**src/rtl/peripheral_memory_bridge.sv**
```systemverilog
// peripheral_memory_bridge: single-outstanding request/response master for a
// peripheral memory port. Accepts one read or write on the request channel,
// drives one memory strobe, waits a fixed read latency and returns exactly one
// response. Out-of-range addresses produce an error response with no access.
// Every output comes straight from a register.

module peripheral_memory_bridge #(
   parameter int unsigned DATAWIDTH    = 32,
   parameter int unsigned DATADEPTH    = 256,
   parameter int unsigned ADDRESSWIDTH = $clog2(DATADEPTH),
   parameter int unsigned REQADDRWIDTH = 16,
   parameter int unsigned READLATENCY  = 1
) (
   input  logic                    clk,
   input  logic                    reset,
   // request channel
   input  logic                    req_valid,
   output logic                    req_ready,
   input  logic                    req_write,
   input  logic [REQADDRWIDTH-1:0] req_address,
   input  logic [DATAWIDTH-1:0]    req_data,
   // response channel
   output logic                    resp_valid,
   input  logic                    resp_ready,
   output logic [DATAWIDTH-1:0]    resp_data,
   output logic                    resp_error,
   // memory side
   output logic [ADDRESSWIDTH-1:0] address,
   output logic [DATAWIDTH-1:0]    data_in,
   input  logic [DATAWIDTH-1:0]    data_out,
   output logic                    write_en,
   output logic                    read_en
);

   // Wide enough for a read latency of up to 4 (counts READLATENCY-1 down to 0).
   localparam int unsigned CntW = 3;

   // One extra bit so the depth itself is representable even when it equals
   // 2**REQADDRWIDTH.
   localparam logic [REQADDRWIDTH:0] DepthLim = (REQADDRWIDTH + 1)'(DATADEPTH);

   typedef enum logic [1:0] {
      StIdle,
      StIssue,
      StWait,
      StResp
   } state_e;

   state_e                  state_q, state_d;
   logic                    req_write_q, req_write_d;
   logic [CntW-1:0]         cnt_q, cnt_d;
   logic                    req_ready_q, req_ready_d;
   logic                    resp_valid_q, resp_valid_d;
   logic [DATAWIDTH-1:0]    resp_data_q, resp_data_d;
   logic                    resp_error_q, resp_error_d;
   logic [ADDRESSWIDTH-1:0] address_q, address_d;
   logic [DATAWIDTH-1:0]    data_in_q, data_in_d;
   logic                    write_en_q, write_en_d;
   logic                    read_en_q, read_en_d;

   logic req_fire;
   logic addr_oor;

   assign req_fire = req_valid && req_ready_q;
   assign addr_oor = ({1'b0, req_address} >= DepthLim);

   // Next-state and next-output logic; every register holds unless changed,
   // except the strobes which default low so they last exactly one cycle.
   always_comb begin
      state_d      = state_q;
      req_write_d  = req_write_q;
      cnt_d        = cnt_q;
      resp_valid_d = resp_valid_q;
      resp_data_d  = resp_data_q;
      resp_error_d = resp_error_q;
      address_d    = address_q;
      data_in_d    = data_in_q;
      write_en_d   = 1'b0;
      read_en_d    = 1'b0;

      case (state_q)
         StIdle: begin
            if (req_fire) begin
               req_write_d = req_write;
               if (addr_oor) begin
                  // Rejected without touching the memory side.
                  state_d      = StResp;
                  resp_valid_d = 1'b1;
                  resp_error_d = 1'b1;
                  resp_data_d  = '0;
               end else begin
                  // Strobe and address registered here so they are live
                  // throughout the ISSUE cycle.
                  state_d    = StIssue;
                  address_d  = req_address[ADDRESSWIDTH-1:0];
                  data_in_d  = req_data;
                  write_en_d = req_write;
                  read_en_d  = !req_write;
               end
            end
         end

         StIssue: begin
            if (req_write_q) begin
               state_d      = StResp;
               resp_valid_d = 1'b1;
               resp_error_d = 1'b0;
               resp_data_d  = '0;
            end else begin
               state_d = StWait;
               cnt_d   = CntW'(READLATENCY - 1);
            end
         end

         StWait: begin
            if (cnt_q == '0) begin
               // Last WAIT cycle: data_out is valid now.
               state_d      = StResp;
               resp_valid_d = 1'b1;
               resp_error_d = 1'b0;
               resp_data_d  = data_out;
            end else begin
               cnt_d = cnt_q - CntW'(1);
            end
         end

         StResp: begin
            if (resp_ready) begin
               state_d      = StIdle;
               resp_valid_d = 1'b0;
            end
         end

         default: begin
            state_d = StIdle;
         end
      endcase

      req_ready_d = (state_d == StIdle);
   end

   // State and output registers; reset discards any in-flight transaction.
   always_ff @(posedge clk or posedge reset) begin
      if (reset) begin
         state_q      <= StIdle;
         req_write_q  <= 1'b0;
         cnt_q        <= '0;
         req_ready_q  <= 1'b0;
         resp_valid_q <= 1'b0;
         resp_data_q  <= '0;
         resp_error_q <= 1'b0;
         address_q    <= '0;
         data_in_q    <= '0;
         write_en_q   <= 1'b0;
         read_en_q    <= 1'b0;
      end else begin
         state_q      <= state_d;
         req_write_q  <= req_write_d;
         cnt_q        <= cnt_d;
         req_ready_q  <= req_ready_d;
         resp_valid_q <= resp_valid_d;
         resp_data_q  <= resp_data_d;
         resp_error_q <= resp_error_d;
         address_q    <= address_d;
         data_in_q    <= data_in_d;
         write_en_q   <= write_en_d;
         read_en_q    <= read_en_d;
      end
   end

   assign req_ready  = req_ready_q;
   assign resp_valid = resp_valid_q;
   assign resp_data  = resp_data_q;
   assign resp_error = resp_error_q;
   assign address    = address_q;
   assign data_in    = data_in_q;
   assign write_en   = write_en_q;
   assign read_en    = read_en_q;

endmodule

```
**config.mk**
```make
export PLATFORM = sky130hd
export DESIGN_NAME = peripheral_memory_bridge
export DESIGN_NICKNAME = d
export VERILOG_FILES = /design/src/rtl/peripheral_memory_bridge.sv
export SDC_FILE = /design/constraint.sdc
export NUM_CORES = 1
export LEC_CHECK = 0
export ABC_AREA = 1
export ABC_CLOCK_PERIOD_IN_PS = 3500
export BUFFER_PORTS_ARGS = -buffer_cell sky130_fd_sc_hd__buf_2
export CORE_MARGIN = 2
export CORE_UTILIZATION = 45
export DETAILED_ROUTE_END_ITERATION = 10
export HOLD_SLACK_MARGIN = 0.12
export PLACE_DENSITY = 0.75
export SYNTH_ARGS = -nofsm -noshare
export SYNTH_HDL_FRONTEND = slang
export SYNTH_SLANG_ARGS = --single-unit
export TNS_END_PERCENT = 1
```
**constraint.sdc**
```tcl
create_clock -name clk -period 3.5 [get_ports clk]
set_input_delay 0.525 -clock clk [delete_from_list [all_inputs] [get_ports clk]]
set_output_delay 0.525 -clock clk [all_outputs]
set_load 0.005 [all_outputs]
```
==> Word level (Yosys, flattened, before mapping) <==
Cells that the tools add are included.
{ "totals": {"register_bits": 83, "output_inout_bits": 77, "elab_cells": 65} }
{ "classes": {"add_sub_neg": 1, "n_lt_le_gt_ge": 1, "n_eq_ne": 10, "n_mux": 29, "bitwise": 1, "reduce_logical": 12} }
{ "ops": {"columns": ["op", "n"], "rows": [
  ["$mux 32", 4],
  ["$pmux 32 s3", 1],
  ["$ge 16x9->1 const B", 1],
  ["$mux 1", 14],
  ["$ne 2x2->1 const B", 7],
  ["$reduce_and 5->1", 2],
  ["$mux 2", 4],
  ["$pmux 2 s4", 1],
  ["$mux 3", 2],
  ["$pmux 3 s2", 1],
  ["$reduce_and 3->1", 2],
  ["$eq 2x2->1 const B", 2],
  ["$logic_not 2->1", 2],
  ["$pmux 1 s4", 1],
  ["$logic_not 3->1", 1],
  ["$pmux 1 s3", 1],
  ["$reduce_bool 3->1", 1],
  ["$sub 3x1->3 const B", 1],
  ["$eq 2x1->1 const B", 1],
  ["$reduce_and 2->1", 1],
  ["$reduce_bool 2->1", 1],
  ["$logic_and 1x1->1", 1],
  ["$logic_not 1->1", 1],
  ["$not 1->1", 1]
]} }

==> Longest topological paths before layout <==
Gate-level depths: netlist (run 1).
{ "logic_depth": {"depth_word": 5, "ltp_mapped": 10, "depth_no_buf": 8} }

==> Worst setup path before layout (run 1) <==
Ideal clock, no wire load.
{ "synth_path": {"kind": "reg2reg", "start": "reg state_q[0]", "end": "reg resp_error_q, in the netlist resp_error", "setup_time_ns": 0.118, "arrival_ns": 1.443, "slack_ns": 1.939, "path_stages_with_launch": 11, "n_path_buf": 2, "period_less_slack_ns": 1.561, "cell_sequence": "dfrtp_1 > inv_1 > ha_1 > buf_2 > inv_2 > a21oi_2 > nor2_4 > nand3_4 > buf_4 > nand2_1 > nand2_1"} }
{ "synth_between": {"elab_chain_cells": 3, "word_cells_on_any_way": 10, "cone_classes": "6 x eq/ne; 1 x mux; 3 x reduce/logical"} }
{ "synth_rtl": {"columns": ["item", "line_no", "rtl"], "rows": [
  ["from (decl)", "49", "state_e state_q, state_d;"],
  ["from (signal assigned)", "145", "state_q <= StIdle;"],
  ["from (signal assigned)", "157", "state_q <= state_d;"],
  ["$eq 2x2->1, or another cell as far along", "81", "case (state_q)"],
  ["$ne 2x2->1 (no source line) / $reduce_bool 3->1 (equally long branches)", null, null],
  ["$reduce_and 5->1 (no source line)", null, null],
  ["to (signal assigned)", "163", "resp_error_q <= resp_error_d;"],
  ["to (decl)", "55", "logic resp_error_q, resp_error_d;"]
]} }
Several ways; a longest one is shown, not always the timed one.
A chain may end at the register's enable or synchronous reset.

==> Worst setup path in the final report (run 1) <==
{ "layout_path": {"start": "reg state_q[0]", "end": "reg resp_data_q[12], in the netlist resp_data[12]"} }
{ "layout_between": {"elab_chain_cells": 3, "word_cells_on_any_way": 10, "cone_classes": "6 x eq/ne; 1 x mux; 3 x reduce/logical"} }
{ "layout_rtl": {"columns": ["item", "line_no", "rtl"], "rows": [
  ["$eq 2x2->1, or another cell as far along", "81", null],
  ["$ne 2x2->1 (no source line) / $reduce_bool 3->1 (equally long branches)", null, null],
  ["$reduce_and 5->1 (no source line)", null, null],
  ["to (signal assigned)", "162", "resp_data_q <= resp_data_d;"],
  ["to (decl)", "54", "logic [DATAWIDTH-1:0] resp_data_q, resp_data_d;"]
]} }
Several ways; a longest one is shown, not always the timed one.

==> results of run 1 <==
## metrics by stage
stage | hold WS, ns | total power, uW | utilization, % | instance area (um^2) | setup slack (ns)
2_1_floorplan | 0.4645 | 2126 | - | 3764 | 0.8382
3_3_place_gp | 0.4524 | 2478 | 56.66 | 4632 | 1.303
3_5_place_dp | 0.4569 | 2510 | 56.66 | 4632 | 1.238
4_1_cts | 0.1664 | 3401 | 59.86 | 4893 | 1.273
5_1_grt | 0.1913 | 3624 | 59.86 | 4893 | 1.066
6_report | 0.1721 | 3360 | 59.86 | 4893 | 1.275
## per-layer routing
metal	up-vias	GRT usage, %
met1	1472	24.03
met4	0	6.429
met3	7	3.794
li1	1708	-
met5	-	0
met2	135	30.75
## flip-flops by register name (all words and copies together), names as in the netlist
signal       count
data_in         32
resp_data       32
address          8
cnt_q            3
state_q          2
read_en          1
req_ready        1
req_write_q      1
resp_error       1
resp_valid       1
write_en         1
## path summary, 6_finish.rpt
path / startpoint / end / slack [ns] / cells past startpoint
min in group clk: req_write / read_en / 0.37 / 2
worst min register to register: resp_data[24] / resp_data[24] / 0.48 / 2
worst max-delay path: state_q[0] / resp_data[12] / 1.28 / 6
worst min-delay path: reset / address[7] / 0.17 / 2
worst max register to register: state_q[0] / resp_data[12] / 1.28 / 6
max in group asynchronous: reset / data_in[18] / 2.59 / 3
## placed cells by master, fill, tap and decap left out
cell,n
inv_6,1
buf_2,161
clkinv_1,1
nand3_1,6
inv_1,82
buf_4,5
ha_1,6
a21oi_1,1
inv_2,1
o21ai_1,24
nand4_1,33
clkinv_2,1
clkinv_4,1
clkbuf_8,9
nor2_1,13
xnor2_1,1
a21oi_2,1
or2_2,1
and3_1,1
dfrtp_1,83
o22ai_1,1
o21ai_0,21
nor2_4,2
bufinv_16,4
nand3b_4,1
nand2_2,1
nand3_4,1
nand2_1,151
## where the power goes
| part | total, uW | switching, uW | leakage [uW] | internal (uW) |
|---|---|---|---|---|
| logic | 1190 | 761 | 0.00189 | 432 |
| clock network | 875 | 329 | 0.000130 | 546 |
| registers | 1290 | 123 | 0.00113 | 1170 |
| total | 3360 | 1210 | 0.00315 | 2150 |
## critical path: stages, from the launching register on
cell,delay (ns)
dfrtp_1,0.42
inv_1,0.09
ha_1,0.30
nand2_2,0.54
nand3_4,0.49
nand2_1,0.18
nand2_1,0.07
## layout make-up
cell class / count / area share [%]
clock buffer: 9 / 2.531
multi-input combinational: 265 / 25.75
inverter: 85 / 6.546
timing repair buffer: 166 / 17.23
tap: 105 / 2.685
sequential: 83 / 42.44
clock inverter: 6 / 2.813
## kinds of logic (layout without fill, tap and decap cells)
| group | count (synthesis) | in the layout | synth area share [%] |
|---|---|---|---|
| compound gates | 48 | 48 | 6.516 |
| xor+xnor | 1 | 1 | 0.2328 |
| fa+ha+maj | 6 | 6 | 1.995 |
| buf+inv | 109 | 266 | 11.34 |
| flops | 83 | 83 | 55.19 |
| simple gates | 210 | 210 | 24.73 |
==> key figures, run 1 <==
Outcome
  • Status: finished clean

Layout
  • FF/Latch Area: about 2100 um^2
  • Antenna diodes: 0
  • Final nets: 701
  • Fillers: about 730
  • Ratio of cells with drive above 1 in the final layout: 30.94%
  • Area occupied by multi-input gates: 1260 um^2
  • Final Non-Filler Cells: a little over 700
  • Syn-to-layout area delta: 30.02%

STA
  • Endpoints failing hold: 0
  • Peak Freq: 449.5 MHz
  • Ratio of final minimum period to clock period: 63.56%
  • Max-slew violations: 0
  • RSZ-0062 raised after global routing: false
  • Worst-Margin Slew: 0.7679 ns
  • Max_slew headroom: 48.81%
  • Clk_skew: approximately 0.006 ns
  • Min Tclk post-route: 2.225 ns
  • Fin Setup TNS: 0 ns
  • Final setup viols: 0

Clock network
  • Clk sinks: 83
  • Max Root-Sink Buffers: 2
  • Clk root buf: clkbuf_8
  • Worst skew pair latency: about 0.34 ns
  • # Post-CTS Setup Buffers: 0
  • H-tree level count: 3
  • Hold-fix buffers, CTS: 0
  • Clock transition at path regs: 0.08 ns
  • Cts repair resizes: 0
  • CTS tree: built
  • CTS Buf Count: 9

Logic synthesis
  • Seq cells post-synth: 83
  • Post-synth net total: 548
  • Avg Synthesized Cell Area: 8.235 um^2
  • Most common cell in the netlist: nand2_1
  • Share of the synthesized area in the top cell type: 55.19%
  • Fraction of registers with async set/reset: 100.0%
  • Netlist cell types: 24
  • Top cells by area, synth: dfrtp_1 55%, nand2_1 15%, inv_1 8.3%
  • Number of synthesis warnings: 0
  • Post-synth top flop: dfrtp_1
  • EDFF count, synth: 0
  • Sequential area share after synthesis: between 50% and 60%
  • Synth Cell Area: 3764 um^2
  • Top post-synthesis cells by count: 151 x nand2_1, 83 x dfrtp_1, 83 x inv_1
  • Yosys top cell by area: dfrtp_1
  • Cell count after synthesis: 457

Detailed routing
  • DR WL met2: 3.698 mm
  • DRT iter0 DRCs: 96
  • Met1 Routed Length: 4.053 mm
  • DRT Pass-1 Iters: 4
  • # DRC: 0
  • Via count: 3322
  • DRT Wirelength: 8.531 mm
  • Highest metal used: met4
  • Met3 WL: just over 700 um
  • Routed Antenna Nets: 0
  • WL/cell: 11.87 um
  • Detailed-route vias per instance: 4.620

Placed design
  • IO Port Bufs: 161
  • GPL Wtd Cong: 0.7866
  • Placed Cells: 704
  • DP HPWL: 6.080 mm

Global routing
  • Initial antenna violation count: 0
  • Largest net degree at the start of global routing: 83
  • Congestion Overflow GR: 0
  • Total track usage: 18.46%
  • Number of global-route vias before repair: around 2900
  • First-pass GRT wire length: around 13 mm

Die
  • Row cnt: 33
  • Core box area: between 8000 and 9000 um^2
  • Starting Density: 46.04%
  • Height of the die: 95.45 um
  • Top Ports: between 150 and 200
  • Die X: 95.45 um
  • DIE AREA: 9111 um^2

Critical path
  • CP Max Fanout: 35
  • CP Capture Type: flop
  • Crit path required time: 3.73 ns
  • CP Launch Type: flop
  • CP Class: reg -> reg
  • Worst path arrival time: roughly 2.5 ns

Power
  • VDD IR-drop max: 347.9 uV
  • Leak: about 0.0031 uW
  • PD cells: 686.6 nW/um^2

Hold path
  • Worst hold path class: in -> async

Flow run
  • Max cap viols: 0
(Power assumes the default switching activity.)
==> run 2, diff against run 1 <==
--- a/config.mk
+++ b/config.mk
@@ -6,10 +6,10 @@
 export NUM_CORES = 1
 export LEC_CHECK = 0
 export ABC_AREA = 1
-export ABC_CLOCK_PERIOD_IN_PS = 3500
+export ABC_CLOCK_PERIOD_IN_PS = 1850
 export BUFFER_PORTS_ARGS = -buffer_cell sky130_fd_sc_hd__buf_2
 export CORE_MARGIN = 2
-export CORE_UTILIZATION = 45
+export CORE_UTILIZATION = 43
 export DETAILED_ROUTE_END_ITERATION = 10
 export HOLD_SLACK_MARGIN = 0.12
 export PLACE_DENSITY = 0.75
==> constraint.sdc (replaced) <==
create_clock -name clk -period 1.85 [get_ports clk]
set_input_delay 0.2775 -clock clk [delete_from_list [all_inputs] [get_ports clk]]
set_output_delay 0.2775 -clock clk [all_outputs]
set_load 0.005 [all_outputs]
==> run 2 against run 1 <==
  * Die area grew 4.5%
  * Combinational power rose by 100%
  * Largest cell class unchanged
  * Clock-buffer cell count increased by 1
  * Worst setup slack worse by 1.1 ns
  * Total power increased by 83%
  * Register-to-register slack got worse by 1.1 ns
  * Final cell count increased by 2.1%
  * Global-route usage grew 0.44 points
  * Critical path depth is 1 higher
==> key figures, run 2 (synthesis gave the netlist of run 1 again) <==
Die
  • Starting Density: 43.80% (-2.2 points)
  • Height of the die: 97.56 um (+2.2%)
  • Core box area: 8593 um^2 (+5.1%)
  • Die X: 97.56 um (+2.2%)
  • Top Ports: 162 (unchanged)
  • DIE AREA: 9517 um^2 (+4.5%)
  • Row cnt: 34 (+3.0%)

Power
  • Overall power: 6158 uW (+83%)
  • VDD IR-drop max: 849.0 uV (+140%)
  • Leak: 0.003178 uW (+0.96%)
  • PD cells: 1242 nW/um^2 (+81%)

Layout
  • Most common cell after layout, fill and taps aside: buf_2
  • Most frequent cells in the layout: 161 x buf_2, 151 x nand2_1, 83 x dfrtp_1
  • Syn-to-layout area delta: 31.78%
  • Finished Core Util: 57.72% (-2.1 points)
  • Final nets: 712 (+1.6%)
  • Ratio of cells with drive above 1 in the final layout: 32.11% (+1.2 points)
  • Antenna diodes: 0 (unchanged)

Flow run
  • Max cap viols: 0 (unchanged)

Critical path
  • CP Max Fanout: 13 (-63%)
  • CP Launch Type: flop
  • CP max-delay cell: dfrtp_1
  • CP peak stage delay: 0.41 ns (-0.13 ns)
  • CP Class: reg -> reg
  • Crit path required time: 2.12 ns (-1.61 ns)
  • CP bufs+invs: 2 (+1)
  • Family with the most delay on the worst path: simple AND/OR/NAND/NOR gates
  • CP Cell Sequence: inv_1, ha_1, buf_4, or2_2, o21ai_0, nand3_1, nor2_1
  • Worst path arrival time: 1.93 ns (-0.52 ns)
  • CP Capture Type: flop

Placed design
  • DP HPWL: 6.466 mm (+6.3%)
  • IO Port Bufs: 161 (unchanged)
  • GPL Wtd Cong: 0.8341 (+6.0%)

Clock network
  • H-tree level count: 3 (unchanged)
  • Clk sinks: 83 (unchanged)
  • Clock transition at path regs: 0.09 ns (about the same)
  • Max Root-Sink Buffers: 2 (unchanged)
  • Clk root buf: clkbuf_8
  • CTS tree: built
  • CTS Buf Count: 9 (unchanged)
  • Worst skew pair latency: 0.34 ns (about the same)
  • # Post-CTS Setup Buffers: 0 (unchanged)

Detailed routing
  • Via count: 3394 (+2.2%)
  • Routed Antenna Nets: 0 (unchanged)
  • WL/cell: 11.72 um (-1.2%)
  • DRT iter0 DRCs: 146 (+52%)
  • Detailed-route vias per instance: 4.624 (about the same)
  • DR WL met2: 4.009 mm (+8.4%)
  • DRT Wirelength: 8.603 mm (+0.84%)
  • Highest metal used: met4
  • Met1 Routed Length: 3.821 mm (-5.7%)
  • # DRC: 0 (unchanged)
  • Met3 WL: 629 um (-12%)
  • DRT Pass-1 Iters: 4 (unchanged)

STA
  • Max_slew headroom: 63.50% (+15 points)
  • Final hold slack: 0.1552 ns (-0.01695 ns)
  • Endpoints failing hold: 0 (unchanged)
  • Min Tclk post-route: 1.658 ns (-0.5663 ns)
  • Clk_skew: 0.01250 ns (+0.006442 ns)
  • Peak Freq: 603.0 MHz (+34%)
  • Ratio of final minimum period to clock period: 89.64% (+26 points)
  • RSZ-0062 raised after global routing: false
  • Fin Setup TNS: 0 ns (unchanged)
  • Max-slew violations: 0 (unchanged)
  • Worst-Margin Slew: 0.5475 ns (-0.2204 ns)
  • Final setup viols: 0 (unchanged)

Global routing
  • Total track usage: 18.91% (+0.44 points)
  • First-pass GRT wire length: 15.04 mm (+13%)
  • Initial antenna violation count: 0 (unchanged)
  • Largest net degree at the start of global routing: 45 (-46%)
  • Number of global-route vias before repair: 3409 (+16%)
  • Congestion Overflow GR: 0 (unchanged)

Hold path
  • Worst hold path class: in -> reg

Outcome
  • Status: finished clean
-- run 2: final cells by class --
cell class                      count  area (um^2)
Sequential cell                    83         2077
Tap cell                          108        135.1
Fill cell                         813         3633
Inverter                           85        322.8
Clock inverter                      6        65.06
Clock buffer                       10        137.6
Multi-Input combinational cell    265         1262
Timing Repair Buffer              177        959.7
-- run 2: timing repair --
| item | in CTS | in global routing |
|---|---|---|
| hold endpoints to repair | 59 | 0 |
| hold buffers | 2 | 0 |
| resized for setup | 0 | 2 |
| endpoints found under the setup margin | 0 | 15 |
-- run 2: final timing paths --
kind / startpoint / cells after the start / slack, ns / end
min in group asynchronous: reset / 4 / 0.66 / address[7]
min reg2reg: resp_data[18] / 2 / 0.47 / resp_data[18]
max: state_q[0] / 7 / 0.19 / req_ready
min: req_data[17] / 3 / 0.16 / data_in[17]
max in group asynchronous: reset / 4 / 0.78 / resp_data[31]
max reg2reg: state_q[0] / 7 / 0.19 / req_ready
-- run 2: power breakdown --
group | switching, uW | internal, uW | leakage, uW
clock | 644 | 661 | 0.000102
sequential | 236 | 2210 | 0.00113
combinational | 1460 | 948 | 0.00194
total | 2340 | 3820 | 0.00318
-- run 2: routing by layer --
layer  up-vias  GRT usage (%)
li1       1734              -
met1      1523          24.66
met2       123          31.09
met3        14          4.245
met4         0          6.731
met5         -              0
-- run 2: through the flow --
step	std cells	area, um^2	setup WS [ns]
3_5_place_dp	716	4731	0.1478
5_1_grt	734	4960	0.04300
6_report	734	4960	0.1917
4_1_cts	734	4954	0.1509
3_3_place_gp	716	4731	0.2341
2_1_floorplan	457	3767	0.2895
-- run 2: worst reg2reg max path: cells and delay by family, from the launching register on --
kind | cells | cell delay, ns
AOI/OAI and AO/OA | 1 | 0.17
adders and majority gates | 1 | 0.24
buffers and inverters | 2 | 0.29
DFF | 1 | 0.41
and+or+nand+nor | 3 | 0.49
==> run 3, diff against run 2 <==
--- a/config.mk
+++ b/config.mk
@@ -13,6 +13,7 @@
 export DETAILED_ROUTE_END_ITERATION = 10
 export HOLD_SLACK_MARGIN = 0.12
 export PLACE_DENSITY = 0.75
+export RECOVER_POWER = 25
 export SYNTH_ARGS = -nofsm -noshare
 export SYNTH_HDL_FRONTEND = slang
 export SYNTH_SLANG_ARGS = --single-unit
==> run 3 against run 2 <==
  * Worst hold slack worse by 0.00075 ns
  * Final cell count stayed put
  * Register-to-register slack hardly changed
  * Sequential cell count stayed put
  * Clock skew hardly changed
  * Sequential share of layout area is 0.12 points higher
  * Clock power hardly changed
  * Worst setup slack hardly changed
  * Design area is 0.28% lower
  * Total power hardly changed
  * Clock-buffer cell count stayed put
  * First-iteration DRC count is 0.68% higher
  * Highest routed layer unchanged
==> key figures, run 3 (synthesis gave the netlist of run 1 again) <==
Critical path
  • CP Class: reg -> reg
  • CP bufs+invs: 2 (unchanged)
  • CP Max Fanout: 13 (unchanged)
  • Worst path arrival time: 1.93 ns (about the same)
  • CP peak stage delay: 0.41 ns (about the same)
  • Family with the most delay on the worst path: simple AND/OR/NAND/NOR gates
  • CP Capture Type: flop
  • Crit path required time: 2.12 ns (about the same)
  • CP Cell Sequence: inv_1, ha_1, buf_4, or2_2, o21ai_0, nand3_1, nor2_1
  • CP Launch Type: flop
  • R2R depth: 7 (unchanged)
  • Levels on crit path: 7 (unchanged)
  • CP max-delay cell: dfrtp_1

Detailed routing
  • Via count: 3384 (-0.29%)
  • Routed Antenna Nets: 0 (unchanged)
  • DRT iter0 DRCs: 147 (+0.68%)
  • Met1 Routed Length: 3.811 mm (-0.26%)
  • DRT Wirelength: 8.612 mm (+0.10%)
  • Met3 WL: 659 um (+4.8%)
  • Highest metal used: met4
  • # DRC: 0 (unchanged)
  • Detailed-route vias per instance: 4.610 (-0.29%)
  • DR WL met2: 3.996 mm (-0.32%)
  • DRT Pass-1 Iters: 4 (unchanged)
  • WL/cell: 11.73 um (+0.10%)

STA
  • Endpoints failing hold: 0 (unchanged)
  • Clk_skew: 0.01209 ns (-0.0004022 ns)
  • Final worst setup slack: 0.1919 ns (+0.0002520 ns)
  • Worst-Margin Slew: 1.061 ns (+0.5137 ns)
  • Min Tclk post-route: 1.658 ns (-0.0002520 ns)
  • Final setup viols: 0 (unchanged)
  • Max_slew headroom: 29.25% (-34 points)
  • RSZ-0062 raised after global routing: false
  • Peak Freq: 603.1 MHz (about the same)
  • Ratio of final minimum period to clock period: 89.63% (about the same)
  • Max-slew violations: 0 (unchanged)
  • Fin Setup TNS: 0 ns (unchanged)

Layout
  • Most common cell after layout, fill and taps aside: buf_2
  • Final nets: 712 (unchanged)
  • Antenna diodes: 0 (unchanged)
  • Ratio of cells with drive above 1 in the final layout: 30.99% (-1.1 points)
  • Syn-to-layout area delta: 31.42%
  • Most frequent cells in the layout: 154 x buf_2, 151 x nand2_1, 83 x dfrtp_1

Die
  • Height of the die: 97.56 um (unchanged)
  • Starting Density: 43.80% (unchanged)
  • Row cnt: 34 (unchanged)
  • Top Ports: 162 (unchanged)
  • DIE AREA: 9517 um^2 (unchanged)
  • Die X: 97.56 um (unchanged)
  • Core box area: 8593 um^2 (unchanged)

Clock network
  • CTS Buf Count: 9 (unchanged)
  • H-tree level count: 3 (unchanged)
  • Clk root buf: clkbuf_8
  • Clock transition at path regs: 0.09 ns (about the same)
  • Max Root-Sink Buffers: 2 (unchanged)
  • Worst skew pair latency: 0.34 ns (about the same)
  • Clk sinks: 83 (unchanged)
  • CTS tree: built
  • # Post-CTS Setup Buffers: 0 (unchanged)

Hold path
  • Worst hold stages: 3 (unchanged)
  • Worst hold path class: in -> reg

Power
  • Combinational Power Share: 39.1% (about the same)
  • PD cells: 1245 nW/um^2 (+0.24%)
  • Internal power: 3819 uW (about the same)
  • Switching power: 2337 uW (about the same)
  • Sequential share of power: 39.8% (about the same)
  • VDD IR-drop max: 850.4 uV (+0.16%)
  • Clock power frac: 21.2% (about the same)
  • Net Sw Frac: 37.97% (about the same)
  • Leak: 0.003148 uW (-0.96%)

Global routing
  • First-pass GRT wire length: 15.04 mm (unchanged)
  • Largest net degree at the start of global routing: 45 (unchanged)
  • Number of global-route vias before repair: 3409 (unchanged)
  • Total track usage: 18.91% (unchanged)
  • Congestion Overflow GR: 0 (unchanged)
  • Initial antenna violation count: 0 (unchanged)

Placed design
  • GPL Wtd Cong: 0.8341 (unchanged)
  • IO Port Bufs: 161 (unchanged)
  • DP HPWL: 6.466 mm (unchanged)
  • Place WS: 0.1478 ns (unchanged)

Flow run
  • Max cap viols: 0 (unchanged)

Outcome
  • Status: finished clean
[run 3: what timing repair did]
| action | in CTS | in global routing |
|---|---|---|
| hold endpoints to repair | 59 | 0 |
| hold buffers | 2 | 0 |
| endpoints found under the setup margin | 0 | 15 |
| gates resized for setup | 0 | 2 |
[run 3: metal layers]
layer | GRT usage [%] | vias up
met5 | 0 | -
met4 | 6.731 | 0
met3 | 4.245 | 14
met2 | 31.09 | 131
met1 | 24.66 | 1507
li1 | - | 1732
[run 3: final timing paths]
path	start	end	slack, ns
worst max-delay path	state_q[0]	req_ready	0.19
worst min-delay path	req_data[17]	data_in[17]	0.15
worst max register to register	state_q[0]	req_ready	0.19
worst min register to register	resp_data[18]	resp_data[18]	0.47
max in group asynchronous	reset	resp_data[31]	0.31
min in group asynchronous	reset	data_in[11]	0.83
[run 3: layout make-up]
cell class	count	area [um^2]
Fill cell	821	3647
Sequential cell	83	2077
Multi-Input combinational cell	265	1262
Timing Repair Buffer	177	945.9
Inverter	85	322.8
Clock buffer	10	137.6
Tap cell	108	135.1
Clock inverter	6	65.06
[run 3: through the flow]
| stage | util [%] | instances | cell area [um^2] | hold slack [ns] | power [uW] |
|---|---|---|---|---|---|
| after floorplan | - | 457 | 3767 | 0.3439 | 4022 |
| after global placement | 55.05 | 716 | 4731 | 0.4469 | 4790 |
| after detailed placement | 55.05 | 716 | 4731 | 0.4550 | 4868 |
| after CTS | 57.64 | 734 | 4954 | 0.1414 | 6191 |
| after global routing | 57.56 | 734 | 4946 | 0.1569 | 6661 |
| final | 57.56 | 734 | 4946 | 0.1544 | 6156 |
[run 3: power by group through the flow]
stage | sequential (uW) | combinational (uW) | clock [uW]
floorplan | 2470 | 1550 | 0
global placement | 2460 | 2330 | 0
detailed placement | 2460 | 2410 | 0
CTS | 2450 | 2400 | 1340
global route | 2500 | 2760 | 1400
finish | 2450 | 2410 | 1300
[run 3: worst reg2reg max path, cell delays in order, from the launching register on]
cell	delay, ns
dfrtp_1	0.41
inv_1	0.10
ha_1	0.24
buf_4	0.19
or2_2	0.28
o21ai_0	0.17
nand3_1	0.11
nor2_1	0.10
